<file path="src/rtl/cla_sub_seq.sv">
// Nibble-serial two's-complement subtractor: a - b computed LSB-first through one
// 4-bit carry-look-ahead slice, with a start/busy/done handshake.
module cla_sub_seq #(
  parameter int WIDTH = 16
) (
  input  logic             clk,
  input  logic             rst_n,
  input  logic             start,
  input  logic [WIDTH-1:0] a,
  input  logic [WIDTH-1:0] b,
  output logic             busy,
  output logic             done,
  output logic [WIDTH-1:0] diff,
  output logic             borrow_out,
  output logic             overflow
);

  localparam int SLICES = WIDTH / 4;
  localparam int KW     = (SLICES > 1) ? $clog2(SLICES) : 1;

  typedef enum logic [1:0] {IDLE, RUN, DONE} state_t;

  state_t           state_q, state_d;
  logic [KW-1:0]    k_q, k_d;
  logic             carry_q, carry_d;
  logic [WIDTH-1:0] a_q, a_d;
  logic [WIDTH-1:0] nb_q, nb_d;
  logic [WIDTH-1:0] work_q, work_d;
  logic [WIDTH-1:0] diff_q, diff_d;
  logic             borrow_q, borrow_d;
  logic             ovf_q, ovf_d;

  logic [3:0] a_nib, b_nib, g, p, sum_nib;
  logic [4:0] cy;
  logic       last_slice;

  // Operand nibble selection by slice index, decoded rather than variably indexed.
  always_comb begin
    a_nib = '0;
    b_nib = '0;
    for (int i = 0; i < SLICES; i++) begin
      if (k_q == KW'(i)) begin
        a_nib = a_q[i*4 +: 4];
        b_nib = nb_q[i*4 +: 4];
      end
    end
  end

  // 4-bit carry-look-ahead slice; the carry between slices is registered.
  always_comb begin
    g     = a_nib & b_nib;
    p     = a_nib ^ b_nib;
    cy[0] = carry_q;
    cy[1] = g[0] | (p[0] & cy[0]);
    cy[2] = g[1] | (p[1] & g[0]) | (p[1] & p[0] & cy[0]);
    cy[3] = g[2] | (p[2] & g[1]) | (p[2] & p[1] & g[0]) | (p[2] & p[1] & p[0] & cy[0]);
    cy[4] = g[3] | (p[3] & g[2]) | (p[3] & p[2] & g[1]) | (p[3] & p[2] & p[1] & g[0])
          | (p[3] & p[2] & p[1] & p[0] & cy[0]);
    sum_nib = p ^ cy[3:0];
  end

  assign last_slice = (k_q == KW'(SLICES - 1));

  always_comb begin
    state_d  = state_q;
    k_d      = k_q;
    carry_d  = carry_q;
    a_d      = a_q;
    nb_d     = nb_q;
    work_d   = work_q;
    diff_d   = diff_q;
    borrow_d = borrow_q;
    ovf_d    = ovf_q;
    case (state_q)
      IDLE: begin
        if (start) begin
          state_d = RUN;
          a_d     = a;
          nb_d    = ~b;
          carry_d = 1'b1;
          k_d     = '0;
        end
      end
      RUN: begin
        for (int i = 0; i < SLICES; i++) begin
          if (k_q == KW'(i)) work_d[i*4 +: 4] = sum_nib;
        end
        carry_d = cy[4];
        if (last_slice) begin
          state_d  = DONE;
          k_d      = '0;
          diff_d   = work_d;
          borrow_d = ~cy[4];
          // The subtrahend MSB is the complement of the latched ~b MSB.
          ovf_d    = (a_q[WIDTH-1] != ~nb_q[WIDTH-1]) && (sum_nib[3] != a_q[WIDTH-1]);
        end else begin
          k_d = k_q + KW'(1);
        end
      end
      DONE: state_d = IDLE;
      default: state_d = IDLE;
    endcase
  end

  always_ff @(posedge clk or negedge rst_n) begin
    if (!rst_n) begin
      state_q  <= IDLE;
      k_q      <= '0;
      carry_q  <= 1'b0;
      a_q      <= '0;
      nb_q     <= '0;
      work_q   <= '0;
      diff_q   <= '0;
      borrow_q <= 1'b0;
      ovf_q    <= 1'b0;
    end else begin
      state_q  <= state_d;
      k_q      <= k_d;
      carry_q  <= carry_d;
      a_q      <= a_d;
      nb_q     <= nb_d;
      work_q   <= work_d;
      diff_q   <= diff_d;
      borrow_q <= borrow_d;
      ovf_q    <= ovf_d;
    end
  end

  assign busy       = (state_q == RUN);
  assign done       = (state_q == DONE);
  assign diff       = diff_q;
  assign borrow_out = borrow_q;
  assign overflow   = ovf_q;

endmodule

</file>
<file path="config.mk">
export PLATFORM = sky130hd
export DESIGN_NAME = cla_sub_seq
export DESIGN_NICKNAME = d
export VERILOG_FILES = /design/src/rtl/cla_sub_seq.sv
export SDC_FILE = /design/constraint.sdc
export NUM_CORES = 1
export LEC_CHECK = 0
export CAP_MARGIN = 0
export CORE_UTILIZATION = 47
export DETAILED_ROUTE_END_ITERATION = 7
export HOLD_SLACK_MARGIN = 0.02
export PLACE_DENSITY = 0.73
export SLEW_MARGIN = 10
export SYNTH_ARGS = -nofsm -noshare
export SYNTH_HDL_FRONTEND = slang
export SYNTH_SLANG_ARGS = --single-unit
</file>
<file path="constraint.sdc">
create_clock -name clk -period 2.7 [get_ports clk]
set_input_delay 0.27 -clock clk [delete_from_list [all_inputs] [get_ports clk]]
set_output_delay 0.27 -clock clk [all_outputs]
set_load 0.01 [all_outputs]
</file>
==> reports/results.txt <==
Post-Synthesis Cells -> 334
Synth Net Count -> 378
DR vias -> 2,539
WHS -> 0.4491 ns
non-filler cells, final -> 492
fraction of layout cells with a size suffix above 1 -> 14.46%
Max rail drop VDD -> 771.2 uV
crit-path max FO -> 7
final core utilization -> 65.74%
Max Clk Rate -> 367.2 MHz
Reg2Reg Setup Slack -> -0.02 ns
FF-to-FF path depth -> 11
most frequent cells after synthesis -> 115 x nand2_1, 67 x dfrtp_1, 45 x o21ai_0
switching share of power -> 39.33%
Core ar. -> 0.006314 sq mm
largest net degree at the start of global routing -> 51
most frequent CP cell -> a211o_1
Mean Syn Cell Area -> 9.152 sq um
Hold Crit Depth -> 3
Sink Count -> 67
synth warn -> 0
failing checks -> negative setup slack
#FFs+latches synth -> 67
Seq pwr share -> 31.2%
CP endpoint kind -> flip-flop
endpoints failing setup -> 1
Starting Density -> 48.41%
total global-route track usage -> 21.71%
post-synth top area share -> 54.85%
CTS tree -> built
final WL -> 6.673 mm
vias in the first global route -> 2,364
Min-Delay Path Class -> primary input to flip-flop
sequential share of the synthesized area -> 54.85%
unrepaired setup endpoints after global routing -> true
Syn-to-layout area delta -> 35.78%
Slew HR -> 52.63%
Primary FF master, synth -> dfrtp_1
Hold Path Origin -> a[7]
dpl hpwl -> 4.686 mm
CP arrival -> 2.96 ns
DR WL/cell -> 13.56 um
Die Span X -> 82.65 um
H-tree depth -> 3
Crit Path Category -> flip-flop to flip-flop
via/cell ratio -> 5.161
status -> finished with violations
Site Rows -> 29
EDFF count, synth -> 0
Clock transition at path regs -> 0.07 ns
largest cells by area after synthesis -> dfrtp_1 55%, nand2_1 14%, o21ai_0 7.4%
synth unique cells -> 32
Combinational Power Share -> 54.5%
period utilization -> 100.9%
dpl cells -> 471
Setup WS pre-CTS -> -0.02464 ns
nets -> 455
FF-to-FF End -> overflow
NetSw -> 0.002256 W
Pleak -> 1.932 nW
worst-path cell chain -> inv_2, ha_4, nand3b_1, a21oi_2, a21oi_1, o21ai_2, ha_1, a211o_1, a211o_1, and4_4, a211o_1
Clock Skew -> 0.008869 ns
Hold Path Sink -> a_q[7]
root buffer cell -> clkbuf_8
Skew-Pair Late Insertion Delay -> 0.34 ns
GR Overflow Total -> 0
final RePlAce weighted congestion -> 0.8392
TritonCTS Buffers -> 9
antenna cells -> 0
RR Startpoint -> k_q[0]
initial DRC count -> 134
Async SR Flop Fraction -> 100.0%
residual DRC count -> 0
die height -> 82.65 um
Slew @ Worst Pin -> 0.7105 ns
Internal -> 0.003480 W
top-count cell post-synth -> nand2_1
endpoints failing hold -> 0
1st-pass router iterations -> 4
first-pass GRT wire length -> 10.83 mm
initial antenna violation count -> 0
clock buffer depth -> 2
Worst setup SP type -> flip-flop
# Max-Cap Violations -> 0
die footprint -> 0.006830 sq mm
leading area contributor after synthesis -> dfrtp_1
max-slew violations -> 0
Critical Path Max Stage Delay -> 0.44 ns
Port Buffers -> 54
Post-Syn Area -> 0.003057 sq mm
slowest cell on the critical path -> dfrtp_1
clock share of power -> 14.3%
pwr dens -> 1382 mW/mm^2
post-route setup slack -> -0.02365 ns
post-layout min period -> 2.724 ns
Final ANT Viol Nets -> 0
WP data required -> 2.93 ns
num ports -> 55
[worst max path at each step]
stage	from	to	cells past startpoint
2_1_floorplan	k_q[0]	overflow	12
3_3_place_gp	k_q[1]	overflow	12
3_5_place_dp	k_q[1]	overflow	12
4_1_cts	k_q[1]	overflow	12
5_1_grt	k_q[0]	overflow	11
6_report	k_q[0]	overflow	11
[final cells by class]
type | instances | area [sq um]
inverters | 4 | 15.01
multi-input cells | 245 | 1359
well taps | 77 | 96.34
clock buffers | 13 | 158.9
flip-flops and latches | 67 | 1677
fillers | 539 | 2163
repair buffers | 84 | 809.5
clock inverters | 2 | 35.03
[timing repair]
item,in CTS,in global routing
buffers inserted,0,4
hold endpoints to repair,31,0
pin swaps,0,5
endpoints found under the setup margin,1,14
gates cloned,0,1
hold buffers,1,0
resized for setup,4,15
[power groups by stage]
| stage | logic [W] | clock network (W) | registers (W) |
|---|---|---|---|
| floorplan | 0.00169 | 0 | 0.00175 |
| global placement | 0.00279 | 0 | 0.00177 |
| detailed placement | 0.00286 | 0 | 0.00179 |
| CTS | 0.00288 | 0.000838 | 0.00177 |
| global route | 0.00349 | 0.000879 | 0.00185 |
| finish | 0.00313 | 0.000821 | 0.00179 |
[state kept, by name, summed over array words and instances (netlist names)]
| name | flops |
|---|---|
| carry_q | 1 |
| a_q | 16 |
| nb_q | 16 |
| borrow_out | 1 |
| state_q | 2 |
| diff | 16 |
| k_q | 2 |
| work_q | 12 |
| overflow | 1 |
[placed cells by master, fill, tap and decap left out, types with 4 or more instances in the layout]
cell,n
dfrtp_1,67
nand2_1,115
nand2b_1,4
a31oi_1,6
nand3b_1,7
nor2b_1,7
clkdlybuf4s50_1,53
buf_4,25
a211o_1,4
o21ai_1,5
o21ai_0,40
nor2_1,5
o31ai_1,5
ha_1,4
a21oi_1,12
nand4_1,4
clkbuf_8,11
[critical path, delay by kind of cell, from the launching register on]
kind	cells	cell delay, ns
compound gates	6	1.27
fa+ha+maj	2	0.46
buf+inv	1	0.13
flops	1	0.44
simple gates	2	0.31
[through the flow]
| stage | TNS, ns | instance area [sq um] | power [W] |
|---|---|---|---|
| after floorplan | 0 | 3059 | 0.003438 |
| after global placement | 0 | 3822 | 0.004559 |
| after detailed placement | -0.02464 | 3822 | 0.004648 |
| after CTS | 0 | 4035 | 0.005493 |
| after global routing | -0.6217 | 4150 | 0.006224 |
| final | -0.02365 | 4150 | 0.005736 |
[cell families after synthesis]
family / after synthesis / synth area share [%]
fa+ha+maj: 9 / 3.930
compound gates: 81 / 15.23
simple gates: 148 / 20.79
flops: 67 / 54.85
buf+inv: 22 / 2.824
xor+xnor: 1 / 0.2866
mux: 6 / 2.088
[layer usage]
metal	GRT usage, %	wire [um]
met1	28.05	3107
met2	33.85	3165
met3	4.725	238
met4	11.90	161
met5	0	0
Power figures use the tool's default switching activity.
